`config.mk`:
```
export PLATFORM = sky130hd
export DESIGN_NAME = saph_fpu_add_responder_flat
export DESIGN_NICKNAME = d
export VERILOG_FILES = /design/src/rtl/saph_pkg.sv /design/src/rtl/saph_fpu_add_responder_if.sv /design/src/rtl/saph_rr_arbiter.sv /design/src/rtl/saph_fpu_add_responder.sv /design/src/flat_wrapper.sv
export SDC_FILE = /design/constraint.sdc
export NUM_CORES = 1
export LEC_CHECK = 0
export ABC_AREA = 0
export BUFFER_PORTS_ARGS = -buffer_cell sky130_fd_sc_hd__buf_2
export CORE_MARGIN = 2
export CORE_UTILIZATION = 53
export CTS_BUF_LIST = sky130_fd_sc_hd__clkbuf_8
export DETAILED_ROUTE_END_ITERATION = 8
export PLACE_DENSITY_LB_ADDON = 0.15
export SLEW_MARGIN = 20
export SYNTH_ARGS = -nofsm -noshare
export SYNTH_HDL_FRONTEND = slang
export SYNTH_SLANG_ARGS = --single-unit
```
`constraint.sdc`:
```
create_clock -name clk -period 37.8 [get_ports clk]
set_input_delay 5.67 -clock clk [delete_from_list [all_inputs] [get_ports clk]]
set_output_delay 5.67 -clock clk [all_outputs]
set_load 0.01 [all_outputs]
```
`src/rtl/saph_pkg.sv`:
```
// Shared SAPH types: binary32 float layout, canonical special values, FSM state codes.
// Pure declarations, no timing or flow control.
package saph_pkg;

    typedef logic [31:0] float_t;

    typedef struct packed {
        logic        sign;
        logic [7:0]  exp;
        logic [22:0] frac;
    } float_fields_t;

    localparam float_t FLOAT_QNAN = 32'h7FC0_0000;
    localparam float_t FLOAT_PINF = 32'h7F80_0000;
    localparam float_t FLOAT_NINF = 32'hFF80_0000;

    typedef logic [2:0] state_t;

    localparam state_t ST_IDLE  = 3'd0;
    localparam state_t ST_ALIGN = 3'd1;
    localparam state_t ST_ADD   = 3'd2;
    localparam state_t ST_NORM  = 3'd3;
    localparam state_t ST_RESP  = 3'd4;

endpackage

```
`src/rtl/saph_fpu_add_responder_if.sv`:
```
// Per-port FPU add request/response bundle; master = initiators, slave = shared adder.
// Valid/ready on both directions; requests must hold stable until accepted.
interface saph_fpu_add_responder_if #(
    parameter int PORTS = 2
);
    import saph_pkg::*;

    logic   [PORTS-1:0] req_valid;
    logic   [PORTS-1:0] req_ready;
    float_t [PORTS-1:0] req_a;
    float_t [PORTS-1:0] req_b;
    logic   [PORTS-1:0] req_sub;
    logic   [PORTS-1:0] resp_valid;
    logic   [PORTS-1:0] resp_ready;
    float_t [PORTS-1:0] resp_data;

    modport master (
        output req_valid, req_a, req_b, req_sub, resp_ready,
        input  req_ready, resp_valid, resp_data
    );

    modport slave (
        input  req_valid, req_a, req_b, req_sub, resp_ready,
        output req_ready, resp_valid, resp_data
    );

endinterface

```
`src/rtl/saph_rr_arbiter.sv`:
```
// Round-robin picker: lowest requesting index at or above ptr, wrapping; one-hot grant.
// Purely combinational, no state; caller owns the pointer.
module saph_rr_arbiter #(
    parameter int PORTS = 2,
    parameter int PW    = (PORTS > 1) ? $clog2(PORTS) : 1
) (
    input  logic [PORTS-1:0] req,
    input  logic [PW-1:0]    ptr,
    output logic [PORTS-1:0] gnt
);

    logic [PORTS-1:0] mask;
    logic [PORTS-1:0] hi;

    always_comb begin
        mask = '0;
        for (int i = 0; i < PORTS; i++) begin
            mask[i] = (PW'(i) >= ptr);
        end
    end

    // Isolate lowest set bit; fall back to the full vector when nothing sits at/above ptr.
    assign hi  = req & mask;
    assign gnt = (|hi) ? (hi & (~hi + PORTS'(1))) : (req & (~req + PORTS'(1)));

endmodule

```
`src/rtl/saph_fpu_add_responder.sv`:
```
// Shared binary32 add/sub unit serving PORTS initiators round-robin, one op at a time.
// Accept at T gives resp_valid at T+4; result held until resp_ready, no accepts outside IDLE.
module saph_fpu_add_responder
    import saph_pkg::*;
#(
    parameter int PORTS = 2
) (
    input  logic                     clk,
    input  logic                     rst_n,
    saph_fpu_add_responder_if.slave  bus
);

    localparam int PW = (PORTS > 1) ? $clog2(PORTS) : 1;

    state_t          state;
    logic [PW-1:0]   ptr;
    logic [PW-1:0]   winner;
    logic [PW-1:0]   gnt_idx;
    logic [PORTS-1:0] gnt;

    float_t          op_a, op_b;
    logic            op_sub;

    float_fields_t   fa, fb;
    logic            sb_eff, a_zero, b_zero, a_nan, b_nan, a_inf, b_inf, a_big;
    logic            sign_big, sign_small, spec_vld;
    logic [7:0]      exp_big, exp_small, exp_diff;
    logic [26:0]     ma, mb, mant_big, mant_raw_small, mant_small;
    float_t          spec_val;

    logic            sign_l_q, sign_s_q, spec_vld_q;
    logic [7:0]      exp_q;
    logic [26:0]     mant_l_q, mant_s_q;
    float_t          spec_val_q;
    logic [27:0]     sum_q;
    float_t          res_q;

    logic [4:0]      lzc;
    logic            lz_found;
    logic [26:0]     norm_sh;
    logic [9:0]      exp_n;
    logic [22:0]     frac_n;
    float_t          norm_res;

    saph_rr_arbiter #(.PORTS(PORTS), .PW(PW)) u_arb (
        .req (bus.req_valid),
        .ptr (ptr),
        .gnt (gnt)
    );

    always_comb begin
        gnt_idx = '0;
        for (int i = 0; i < PORTS; i++) begin
            if (gnt[i]) gnt_idx = PW'(i);
        end
    end

    always_comb begin
        bus.req_ready  = (state == ST_IDLE && rst_n) ? gnt : '0;
        bus.resp_valid = '0;
        bus.resp_data  = '0;
        if (state == ST_RESP) begin
            bus.resp_valid[winner] = 1'b1;
            bus.resp_data[winner]  = res_q;
        end
    end

    // Unpack, order by magnitude and align; denormals are treated as zero throughout.
    always_comb begin
        fa        = float_fields_t'(op_a);
        fb        = float_fields_t'(op_b);
        sb_eff    = fb.sign ^ op_sub;
        a_zero    = (fa.exp == 8'd0);
        b_zero    = (fb.exp == 8'd0);
        a_nan     = (fa.exp == 8'hFF) && (fa.frac != 23'd0);
        b_nan     = (fb.exp == 8'hFF) && (fb.frac != 23'd0);
        a_inf     = (fa.exp == 8'hFF) && (fa.frac == 23'd0);
        b_inf     = (fb.exp == 8'hFF) && (fb.frac == 23'd0);
        ma        = a_zero ? 27'd0 : {1'b1, fa.frac, 3'b000};
        mb        = b_zero ? 27'd0 : {1'b1, fb.frac, 3'b000};
        a_big     = {fa.exp, (a_zero ? 23'd0 : fa.frac)} >= {fb.exp, (b_zero ? 23'd0 : fb.frac)};
        sign_big       = a_big ? fa.sign : sb_eff;
        sign_small     = a_big ? sb_eff  : fa.sign;
        exp_big        = a_big ? fa.exp  : fb.exp;
        exp_small      = a_big ? fb.exp  : fa.exp;
        mant_big       = a_big ? ma : mb;
        mant_raw_small = a_big ? mb : ma;
        exp_diff       = exp_big - exp_small;
        mant_small     = (exp_diff >= 8'd27) ? 27'd0 : (mant_raw_small >> exp_diff);

        spec_vld = 1'b1;
        spec_val = FLOAT_QNAN;
        if (a_nan || b_nan || (a_inf && b_inf && (fa.sign != sb_eff))) begin
            spec_val = FLOAT_QNAN;
        end else if (a_inf) begin
            spec_val = fa.sign ? FLOAT_NINF : FLOAT_PINF;
        end else if (b_inf) begin
            spec_val = sb_eff ? FLOAT_NINF : FLOAT_PINF;
        end else begin
            spec_vld = 1'b0;
        end
    end

    always_comb begin
        lzc      = 5'd0;
        lz_found = 1'b0;
        for (int i = 26; i >= 0; i--) begin
            if (!lz_found) begin
                if (sum_q[i]) lz_found = 1'b1;
                else          lzc      = lzc + 5'd1;
            end
        end
        norm_sh = sum_q[26:0] << lzc;
        if (sum_q[27]) begin
            exp_n  = {2'b00, exp_q} + 10'd1;
            frac_n = sum_q[26:4];
        end else begin
            exp_n  = {2'b00, exp_q} - {5'd0, lzc};
            frac_n = 23'(norm_sh >> 3);
        end

        // Exact cancellation is +0; only two same-signed negative zeros keep -0.
        if (spec_vld_q)                          norm_res = spec_val_q;
        else if (sum_q == 28'd0)                 norm_res = {sign_l_q & sign_s_q, 31'd0};
        else if (exp_n[9] || exp_n == 10'd0)     norm_res = {sign_l_q, 31'd0};
        else if (exp_n >= 10'd255)               norm_res = {sign_l_q, 8'hFF, 23'd0};
        else                                     norm_res = {sign_l_q, exp_n[7:0], frac_n};
    end

    always_ff @(posedge clk) begin
        if (!rst_n) begin
            state      <= ST_IDLE;
            ptr        <= '0;
            winner     <= '0;
            op_a       <= '0;
            op_b       <= '0;
            op_sub     <= 1'b0;
            sign_l_q   <= 1'b0;
            sign_s_q   <= 1'b0;
            exp_q      <= '0;
            mant_l_q   <= '0;
            mant_s_q   <= '0;
            spec_vld_q <= 1'b0;
            spec_val_q <= '0;
            sum_q      <= '0;
            res_q      <= '0;
        end else begin
            case (state)
                ST_IDLE: begin
                    if (|bus.req_ready) begin
                        op_a   <= bus.req_a[gnt_idx];
                        op_b   <= bus.req_b[gnt_idx];
                        op_sub <= bus.req_sub[gnt_idx];
                        winner <= gnt_idx;
                        ptr    <= (gnt_idx == PW'(PORTS - 1)) ? '0 : gnt_idx + PW'(1);
                        state  <= ST_ALIGN;
                    end
                end
                ST_ALIGN: begin
                    sign_l_q   <= sign_big;
                    sign_s_q   <= sign_small;
                    exp_q      <= exp_big;
                    mant_l_q   <= mant_big;
                    mant_s_q   <= mant_small;
                    spec_vld_q <= spec_vld;
                    spec_val_q <= spec_val;
                    state      <= ST_ADD;
                end
                ST_ADD: begin
                    sum_q <= (sign_l_q == sign_s_q) ? ({1'b0, mant_l_q} + {1'b0, mant_s_q})
                                                    : ({1'b0, mant_l_q} - {1'b0, mant_s_q});
                    state <= ST_NORM;
                end
                ST_NORM: begin
                    res_q <= norm_res;
                    state <= ST_RESP;
                end
                ST_RESP: begin
                    if (bus.resp_ready[winner]) state <= ST_IDLE;
                end
                default: state <= ST_IDLE;
            endcase
        end
    end

endmodule
```
`src/flat_wrapper.sv`:
```
// flat-port wrapper written by rule: the top's interface ports become plain ports
module saph_fpu_add_responder_flat import saph_pkg::*;
#(
    parameter int PORTS = 2
)
  (clk, rst_n, bus_req_valid, bus_req_a, bus_req_b, bus_req_sub, bus_resp_ready, bus_req_ready, bus_resp_valid, bus_resp_data);
  saph_fpu_add_responder_if #(.PORTS(PORTS)) bus_i ();
  input  logic clk;
  input  logic rst_n;
  input wire logic [$bits(bus_i.req_valid)-1:0] bus_req_valid;
  input wire logic [$bits(bus_i.req_a)-1:0] bus_req_a;
  input wire logic [$bits(bus_i.req_b)-1:0] bus_req_b;
  input wire logic [$bits(bus_i.req_sub)-1:0] bus_req_sub;
  input wire logic [$bits(bus_i.resp_ready)-1:0] bus_resp_ready;
  output wire logic [$bits(bus_i.req_ready)-1:0] bus_req_ready;
  output wire logic [$bits(bus_i.resp_valid)-1:0] bus_resp_valid;
  output wire logic [$bits(bus_i.resp_data)-1:0] bus_resp_data;
  assign bus_i.req_valid = bus_req_valid;
  assign bus_i.req_a = bus_req_a;
  assign bus_i.req_b = bus_req_b;
  assign bus_i.req_sub = bus_req_sub;
  assign bus_i.resp_ready = bus_resp_ready;
  assign bus_req_ready = bus_i.req_ready;
  assign bus_resp_valid = bus_i.resp_valid;
  assign bus_resp_data = bus_i.resp_data;
  saph_fpu_add_responder #(.PORTS(PORTS)) u_core (.clk(clk), .rst_n(rst_n), .bus(bus_i));
endmodule
```
==> impl_metrics.csv, run 1 <==
group,metric,value,unit
status,outcome,"finished clean",
logic_synthesis,synth_most_common_cell,"nand2_1",
setup_path,start_kind,"register",
placed_design,io_buffers,203,
logic_synthesis,netlist_instances,2413,
logic_synthesis,syn-num-nets,2638,
cts,htreeDepth,4,
cts,hold_buffers,0,
logic_synthesis,netlist_area,17600,um2
setup_path,path_buf_inv,4,
floorplan,initial_core_util,54.0,%
timing,setup_viol,0,
floorplan,die_x,186,um
layout,syn_to_final_growth,8.58,%
setup_path,worstReg2RegStart,"u_core.sum_q[25]$_SDFFE_PN0P_",
min_path,hold_path.startpoint,"u_core.sign_s_q$_SDFFE_PN0P_",
detailed_routing,vias_per_cell,6.15,
logic_synthesis,synth_common_cells,"312 x nand2_1, 211 x nor2_1, 195 x dfxtp_1",
detailed_routing,wl,54.5,mm
logic_synthesis,ys_seq_area_share,22.2,%
timing,layout_setup_ws,21080,ps
layout,finalNonFillerCells,2952,
layout,diodes,0,
global_routing,grt_pass1_wl,86.2,mm
placed_design,hpwl,42.1,mm
timing,clock_skew,28.2,ps
detailed_routing,first_pass_iters,8,
floorplan,core-area,32600,um2
logic_synthesis,async_flop_share,0,%
timing,slew_headroom,28.2,%
detailed_routing,ant_nets,0,
setup_path,end_kind,"register",
cts,cts_tree,"built",
logic_synthesis,synth-edff-count,0,
cts,cts_root_buf,"clkbuf_8",
min_path,hp-class,"register to register",
floorplan,die_area,34700,um2
detailed_routing,wl_per_cell,18.5,um
logic_synthesis,synth_cell_types,100,
cts,cts_buffers,17,
timing,period_share,44.2,%
layout,final_net_count,2722,
floorplan,rows,66,
setup_path,crit_type,"register to register",
global_routing,gr-usage-all-layers,31.2,%
setup_path,r2r_end,"u_core.res_q[20]$_SDFFE_PN0P_",
floorplan,io_pins,204,
cts,clock-sinks,195,
global_routing,grt_antenna_before_repair,0,
layout,drive_above_1_share,13.3,%
cts,clk_pin_slew,110,ps
timing,worstMarginPinSlew,1070,ps
floorplan,die_y,186,um
placed_design,place_ws,21260,ps
timing,drv_slew,0,
logic_synthesis,ys.flop_type,"dfxtp_1",
timing,clock.fmax,59.8,MHz
setup_path,cp_data_arrival_time,17160,ps
timing,finalSetupTns,0,ps
global_routing,grt_pass1_vias,16668,
setup_path,reg2reg_depth,79,
min_path,whs_path_depth,2,
logic_synthesis,yosys_warnings,0,
setup_path,critPathLaunch,"u_core.sum_q[25]$_SDFFE_PN0P_",
global_routing,grt_max_degree,76,
setup_path,crit_top_cell,"ha_1",
detailed_routing,route.detailed.drc,0,
layout,utilization,58.6,%
cts,postCtsSetupRepairBufs,0,
timing,min_period,16720,ps
timing,rsz0062_at_grt,"no",
timing,hold_viol_final,0,
setup_path,slowest_delay,820,ps
min_path,min_to,"u_core.sign_s_q$_SDFFE_PN0P_",
logic_synthesis,ys_seq_elements,195,
logic_synthesis,synth_area_leaders,"dfxtp_1 22%, mux2i_1 7.5%, nand2_1 6.7%, ha_1 6.2%, a21oi_1 5.3%",
detailed_routing,via_count,18148,
setup_path,cpMaxStageDelayCell,"nor4_1",
placed_design,placed_cells,2920,
logic_synthesis,avgSynthCellArea,7.30,um2
setup_path,cp_max_fo,10,
logic_synthesis,synth_top_area_share,22.2,%
setup_path,cp_top_family,"compound AO/OA/AOI/OAI gates",
cts,clock_latency,510,ps
setup_path,cp.required,38240,ps
cts,cts_buffer_depth,2,
cts,post_cts_resized,0,
global_routing,grt_overflow,0,
logic_synthesis,synth_top_cell_by_area,"dfxtp_1",
flow_run,cap_violations,0,
setup_path,reg2reg_slack,21080,ps
detailed_routing,first_iter_violations,1387,
placed_design,routabilityCongestion,0.954,
metrics by stage:
stage               hold WS, ps  instance area [um2]
finish                      466                19100
global route                496                19100
CTS                         471                19100
detailed placement          453                18700
global placement            446                18700
floorplan                   433                17600
tightest hold or removal path, cell delays in order (launching register included):
cell and delay, ps:
dfxtp_1 330, nand2_1 50, a21oi_1 50
area by class of cell:
cell class,count,area (um2)
clock buffer,19,262
clock inverter,13,114
fill,3164,13500
inverter,80,308
multi-input combinational,1977,12800
sequential,195,3900
tap,442,553
timing repair buffer,226,1190
state kept, by name, indices dropped and copies added, names as in the netlist:
| name | count |
|---|---|
| u_core.sign_s_q | 1 |
| u_core.fb | 32 |
| u_core.mant_l_q | 24 |
| u_core.sum_q | 28 |
| u_core.fa | 32 |
| u_core.sign_l_q | 1 |
| u_core.ptr | 1 |
| u_core.spec_vld_q | 1 |
| u_core.op_sub | 1 |
| u_core.winner | 1 |
| u_core.res_q | 32 |
| u_core.mant_s_q | 27 |
| u_core.exp_q | 8 |
| u_core.spec_val_q | 3 |
| u_core.state | 3 |
how the worst max path moves through the flow:
stage | depth (start not counted) | to | slack, ps
finish | 79 | u_core.res_q[20]$_SDFFE_PN0P_ | 21080
global route | 79 | u_core.res_q[8]$_SDFFE_PN0P_ | 19500
CTS | 79 | u_core.res_q[20]$_SDFFE_PN0P_ | 21170
detailed placement | 79 | u_core.res_q[20]$_SDFFE_PN0P_ | 21260
global placement | 79 | u_core.res_q[18]$_SDFFE_PN0P_ | 21930
floorplan | 76 | u_core.res_q[14]$_SDFFE_PN0P_ | 22910
cell usage in the layout (no fill, tap or decap), types with 22 or more instances in the layout:
cell type | netlist | routed
and2_1 | 87 | 87
ha_1 | 87 | 87
buf_4 | 1 | 23
nand2b_1 | 22 | 22
nor4_1 | 30 | 30
dfxtp_1 | 195 | 195
o21ai_0 | 156 | 156
o21ai_1 | 28 | 28
nand3_1 | 53 | 53
nand4_1 | 35 | 35
a31oi_1 | 26 | 26
nor2b_1 | 29 | 29
nand2_1 | 312 | 311
mux2i_1 | 132 | 132
or3_1 | 22 | 22
buf_2 | 7 | 203
xnor2_1 | 57 | 57
a311oi_1 | 28 | 28
nor2_1 | 211 | 208
nor3_1 | 72 | 72
a21oi_1 | 188 | 188
a22oi_1 | 87 | 87
inv_1 | 73 | 73
routing by layer:
metal	global-route usage, %	share of wire (%)
met3	3.80	5.0
met4	14.9	4.8
met1	37.2	42
met2	55.7	49
met5	0	0
cells by family after synthesis:
kind of cell	count (synthesis)	synth area share, %
and+or+nand+nor	945	26.0
adders and majority gates	89	6.41
DFF	195	22.2
muxes	154	9.12
AOI/OAI and AO/OA	700	25.5
xor gates and xnor gates	89	5.45
buffers and inverters	241	5.39
Power of run 1 is not shown: default switching activity piles up to over one toggle a cycle in this logic, so the estimate is an artifact.
==> inputs of run 2 (changes only) <==
ABC_AREA = 1   (was 0)
clock period = 13.4 ns   (was 37.8 ns; I/O delays follow)
==> run 2 against run 1 <==
  * Global-route usage increased by 0.63 points
  * Synthesized area is 4.6% lower
  * Critical path depth increased by 21
  * Highest routed layer unchanged
  * First-iteration DRC count up 1.3%
  * Count of clock-buffer cells in the layout decreased by 2
  * Non-clock buffer count increased by 23
  * Sequential share of layout area up 0.34 points
  * Flip-flop and latch count unchanged
  * Largest cell class unchanged
  * Register-to-register slack worse by 20000 ps
  * Utilization is 1.3 points higher
==> impl_metrics.csv, run 2 <==
group,metric,value,unit
setup_path,r2r_end,"u_core.res_q[9]$_SDFFE_PN0P_",
flow_run,cap_violations,0,
floorplan,initial_core_util,53.5,%
layout,final_net_count,3093,
setup_path,worstReg2RegStart,"u_core.sum_q[25]$_SDFFE_PN0P_",
setup_path,cpMaxStageDelayCell,"dfxtp_2",
layout,syn_to_final_growth,12.0,%
setup_path,cp_top_family,"simple AND/OR/NAND/NOR gates",
floorplan,io_pins,204,
placed_design,placed_cells,3226,
logic_synthesis,synth_top_area_share,23.2,%
layout,diodes,0,
setup_path,reg2reg_slack,950,ps
detailed_routing,wl,54.4,mm
cts,clock-sinks,195,
detailed_routing,via_count,18513,
floorplan,die_x,182,um
placed_design,hpwl,41.8,mm
floorplan,die_y,182,um
timing,worstMarginPinSlew,1050,ps
min_path,min_to,"u_core.fa[8]$_SDFFE_PN0P_",
timing,period_share,92.9,%
logic_synthesis,async_flop_share,0,%
timing,drv_slew,0,
layout,final_common_cell,"nand2_1",
timing,slew_headroom,29.5,%
setup_path,cp_data_arrival_time,12910,ps
cts,cts_buffer_depth,2,
setup_path,reg2reg_depth,100,
setup_path,cp_max_fo,9,
layout,finalNonFillerCells,3283,
status,outcome,"finished clean",
detailed_routing,vias_per_cell,5.64,
timing,clock.fmax,80.3,MHz
logic_synthesis,synth_most_common_cell,"nand2_1",
logic_synthesis,synth_cell_types,65,
detailed_routing,first_iter_violations,1405,
setup_path,start_kind,"register",
logic_synthesis,avgSynthCellArea,6.15,um2
min_path,whs_path_depth,2,
global_routing,grt_overflow,0,
logic_synthesis,netlist_instances,2732,
logic_synthesis,synth_common_cells,"735 x nand2_1, 324 x inv_1, 219 x a21oi_1",
logic_synthesis,netlist_area,16800,um2
cts,cts_buffers,17,
placed_design,routabilityCongestion,1.00,
detailed_routing,ant_nets,0,
detailed_routing,first_pass_iters,6,
global_routing,grt_pass1_vias,16733,
timing,min_period,12450,ps
logic_synthesis,yosys_warnings,0,
setup_path,end_kind,"register",
cts,cts_tree,"built",
layout,final_cell_mix,"725 x nand2_1, 318 x inv_1, 214 x nor2_1",
setup_path,crit_top_cell,"nand2_1",
floorplan,core-area,31400,um2
global_routing,grt_antenna_before_repair,0,
placed_design,io_buffers,203,
logic_synthesis,synth_area_leaders,"dfxtp_1 23%, nand2_1 16%, inv_1 7.2%, a21oi_1 6.5%, ha_1 6.5%",
cts,clock_latency,520,ps
global_routing,gr-usage-all-layers,31.8,%
cts,clk_pin_slew,130,ps
logic_synthesis,syn-num-nets,2957,
detailed_routing,route.detailed.drc,0,
layout,drive_above_1_share,14.4,%
setup_path,path_buf_inv,18,
global_routing,grt_pass1_wl,84.9,mm
floorplan,die_area,33100,um2
logic_synthesis,ys_seq_area_share,23.2,%
logic_synthesis,ys.flop_type,"dfxtp_1",
floorplan,rows,65,
cts,htreeDepth,4,
global_routing,grt_max_degree,91,
logic_synthesis,synth-edff-count,0,
cts,cts_root_buf,"clkbuf_8",
setup_path,slowest_delay,380,ps
timing,clock_skew,21.8,ps
min_path,hold_path.startpoint,"u_core.fa[8]$_SDFFE_PN0P_",
setup_path,crit_type,"register to register",
logic_synthesis,ys_seq_elements,195,
min_path,hp-class,"register to register",
detailed_routing,wl_per_cell,16.6,um
timing,hold_viol_final,0,
timing,setup_viol,0,
logic_synthesis,synth_top_cell_by_area,"dfxtp_1",
setup_path,cp.required,13850,ps
## run 2: cell count changes in the layout (fill, tap and decap cells not counted), moves of 28 or more
cell	change
nand2_1	+414
nor2b_1	-29
nor3_1	-47
a22oi_1	-52
o211ai_1	+33
a311oi_1	-28
inv_1	+245
mux2i_1	-126
xnor2_1	-37
nand3_1	+135
and2_1	-86
xor2_1	+33
## run 2: final cells by class
type,instances,area (um2)
clock buffer,17,234
clock inverter,15,201
fill,3114,12600
inverter,346,1320
multi-input combinational,2057,11300
sequential,195,3910
tap,402,503
timing repair buffer,249,1370
timing repair inverter,2,11.3
## run 2: timing repair
action | CTS | global route
setup buffers | 0 | 22
setup endpoints to repair | 18 | 31
hold buffers | 0 | 0
gates cloned | 0 | 3
pin swaps | 0 | 62
resized for setup | 1 | 76
## run 2: how the worst max path moves through the flow
stage | end | depth (start not counted) | startpoint
CTS | u_core.res_q[0]$_SDFFE_PN0P_ | 94 | u_core.sum_q[25]$_SDFFE_PN0P_
floorplan | u_core.res_q[20]$_SDFFE_PN0P_ | 90 | u_core.sum_q[25]$_SDFFE_PN0P_
global route | u_core.res_q[15]$_SDFFE_PN0P_ | 103 | u_core.sum_q[25]$_SDFFE_PN0P_
global placement | u_core.res_q[0]$_SDFFE_PN0P_ | 97 | u_core.sum_q[25]$_SDFFE_PN0P_
detailed placement | u_core.res_q[11]$_SDFFE_PN0P_ | 86 | u_core.sum_q[25]$_SDFFE_PN0P_
finish | u_core.res_q[9]$_SDFFE_PN0P_ | 100 | u_core.sum_q[25]$_SDFFE_PN0P_
## run 2: kinds of logic (layout without fill, tap and decap cells)
group / Yosys count / in the layout / share of synthesized area (%)
buffers and inverters: 481 / 629 / 11.7
AOI/OAI and AO/OA: 616 / 616 / 21.5
muxes: 6 / 6 / 0.358
and+or+nand+nor: 1269 / 1270 / 32.4
DFF: 195 / 195 / 23.2
adders and majority gates: 89 / 89 / 6.72
xor gates and xnor gates: 76 / 76 / 4.01
## run 2: metrics by stage
| stage | cell area, um2 | hold WS (ps) | setup WS (ps) | utilization [%] | TNS (ps) |
|---|---|---|---|---|---|
| final | 18800 | 476 | 945 | 59.9 | 0 |
| after global routing | 18800 | 496 | -243 | 59.9 | -4060 |
| after CTS | 18300 | 474 | 1.07 | 58.3 | 0 |
| after detailed placement | 17900 | 457 | 33.3 | 56.9 | 0 |
| after global placement | 17900 | 449 | 567 | 56.9 | 0 |
| after floorplan | 16800 | 441 | 1010 | - | 0 |
## run 2: worst min-delay path: stages (launching register included)
cell and delay [ps]:
dfxtp_1 330, nand2_1 60, a21oi_1 50
## run 2: layer usage
layer,track usage [%],part of all wire [%]
met5,0,0
met4,16.6,5.9
met3,3.15,4.2
met2,56.3,48
met1,38.2,42
Power of run 2 is left out for the same reason.
==> inputs of run 3 (changes only) <==
CORE_UTILIZATION = 54   (was 53)
CTS_BUF_LIST = default   (was sky130_fd_sc_hd__clkbuf_8)
REMOVE_ABC_BUFFERS = 1   (was default)
==> run 3 against run 2 <==
  * Die area shrank 1.8%
  * Flip-flop and latch count is the same
  * Routed wire length shrank 5.3%
  * Design area grew 0.33%
  * Sequential share of layout area shrank 0.054 points
  * Register-to-register slack lost 370 ps
  * Hold slack lost 7.9 ps
  * Worst setup slack lost 370 ps
  * Final cell count shrank 0.34%
==> impl_metrics.csv, run 3 (synthesized netlist as in run 2, its figures left out) <==
group,metric,value,unit
status,outcome,"finished clean",
detailed_routing,wl,51.5,mm
setup_path,critPathLaunch,"u_core.sum_q[25]$_SDFFE_PN0P_",
layout,final_net_count,3088,
cts,clock_latency,450,ps
detailed_routing,via_count,18320,
setup_path,start_kind,"register",
floorplan,die_area,32500,um2
timing,clock.fmax,78.0,MHz
layout,syn_to_final_growth,12.4,%
cts,clk_pin_slew,80,ps
setup_path,cp_num_cells,98,
layout,finalNonFillerCells,3272,
floorplan,io_pins,204,
timing,hold_viol_final,0,
setup_path,cp_max_fo,5,
setup_path,reg2reg_slack,580,ps
global_routing,grt_max_degree,89,
timing,drv_slew,0,
setup_path,cp.required,13780,ps
global_routing,grt_pass1_wl,81.4,mm
setup_path,r2r_end,"u_core.res_q[0]$_SDFFE_PN0P_",
setup_path,worstReg2RegStart,"u_core.sum_q[25]$_SDFFE_PN0P_",
cts,cts_buffer_depth,2,
placed_design,io_buffers,203,
layout,final_cell_mix,"722 x nand2_1, 312 x inv_1, 215 x nor2_1",
timing,setup_viol,0,
setup_path,crit_type,"register to register",
timing,slew_headroom,28.8,%
global_routing,grt_pass1_vias,16657,
detailed_routing,ant_nets,0,
cts,cts_tree,"built",
detailed_routing,vias_per_cell,5.60,
cts,cts_root_buf,"clkbuf_16",
setup_path,worstSetupEndpoint,"u_core.res_q[0]$_SDFFE_PN0P_",
detailed_routing,first_pass_iters,6,
setup_path,crit_top_cell,"nand2_1",
timing,clock_skew,14.0,ps
setup_path,cp_top_family,"simple AND/OR/NAND/NOR gates",
layout,diodes,0,
setup_path,end_kind,"register",
timing,layout_setup_ws,579,ps
layout,drive_above_1_share,14.2,%
timing,worstMarginPinSlew,1060,ps
placed_design,placed_cells,3224,
cts,cts_buffers,17,
floorplan,core-area,30600,um2
detailed_routing,wl_per_cell,15.7,um
setup_path,cp_data_arrival_time,13200,ps
timing,min_period,12820,ps
global_routing,grt_overflow,0,
setup_path,reg2reg_depth,98,
layout,final_common_cell,"nand2_1",
layout,stdcell_area,18900,um2
min_path,hp-class,"register to register",
detailed_routing,route.detailed.drc,0,
global_routing,gr-usage-all-layers,30.2,%
cts,htreeDepth,4,
floorplan,die_y,180,um
detailed_routing,first_iter_violations,1141,
floorplan,rows,64,
setup_path,slowest_delay,380,ps
flow_run,cap_violations,0,
placed_design,place_ws,96.3,ps
timing,period_share,95.7,%
placed_design,dpl_cell_area,17900,um2
cts,hold_buffers,0,
placed_design,hpwl,39.0,mm
floorplan,initial_core_util,54.9,%
floorplan,die_x,180,um
setup_path,cpMaxStageDelayCell,"dfxtp_4",
setup_path,path_buf_inv,15,
cts,clock-sinks,195,
global_routing,grt_antenna_before_repair,0,
placed_design,routabilityCongestion,0.978,
==> run 3: final cells by class <==
type                       instances  area (um2)
fill                            3062       11700
multi-input combinational       2056       11200
sequential                       195        3910
timing repair buffer             247        1400
inverter                         346        1320
tap                              396         495
clock buffer                      18         439
clock inverter                    14         141
==> run 3: stage by stage <==
| step | TNS [ps] | util, % | hold WS, ps |
|---|---|---|---|
| CTS | 0 | 60.4 | 470 |
| finish | 0 | 61.7 | 468 |
| floorplan | 0 | - | 441 |
| global route | -6380 | 61.7 | 480 |
| detailed placement | 0 | 58.5 | 456 |
| global placement | 0 | 58.5 | 448 |
==> run 3: tightest hold or removal path: stages, from the launching register on <==
cell and delay, ps:
dfxtp_1 320, nand2_1 60, a21oi_1 50
==> run 3: repair_timing <==
| action | in CTS | in global routing |
|---|---|---|
| hold endpoints to repair | 0 | 0 |
| endpoints found under the setup margin | 0 | 31 |
| resized for setup | 0 | 69 |
| buffers inserted | 0 | 14 |
==> run 3: layer usage <==
layer	global-route usage (%)	vias to the layer above	share of wire, %	routed length [um]
met5	0	-	0	0
met4	12.0	0	3.7	1890
met3	3.09	88	4.4	2250
met2	53.1	529	48	24900
met1	37.8	8363	44	22500
li1	-	9340	-	-
==> run 3: worst min-delay path by stage <==
| stage | start | end | slack, ps | cells after the start |
|---|---|---|---|---|
| 3_3_place_gp | u_core.spec_val_q[30]$_SDFFE_PN0P_ | u_core.spec_val_q[30]$_SDFFE_PN0P_ | 450 | 1 |
| 5_1_grt | u_core.res_q[12]$_SDFFE_PN0P_ | u_core.res_q[12]$_SDFFE_PN0P_ | 480 | 2 |
| 4_1_cts | u_core.res_q[12]$_SDFFE_PN0P_ | u_core.res_q[12]$_SDFFE_PN0P_ | 470 | 2 |
| 2_1_floorplan | u_core.spec_val_q[30]$_SDFFE_PN0P_ | u_core.spec_val_q[30]$_SDFFE_PN0P_ | 440 | 1 |
| 6_report | u_core.res_q[9]$_SDFFE_PN0P_ | u_core.res_q[9]$_SDFFE_PN0P_ | 470 | 2 |
| 3_5_place_dp | u_core.spec_val_q[30]$_SDFFE_PN0P_ | u_core.spec_val_q[30]$_SDFFE_PN0P_ | 460 | 1 |
Power of run 3 is left out for the same reason.
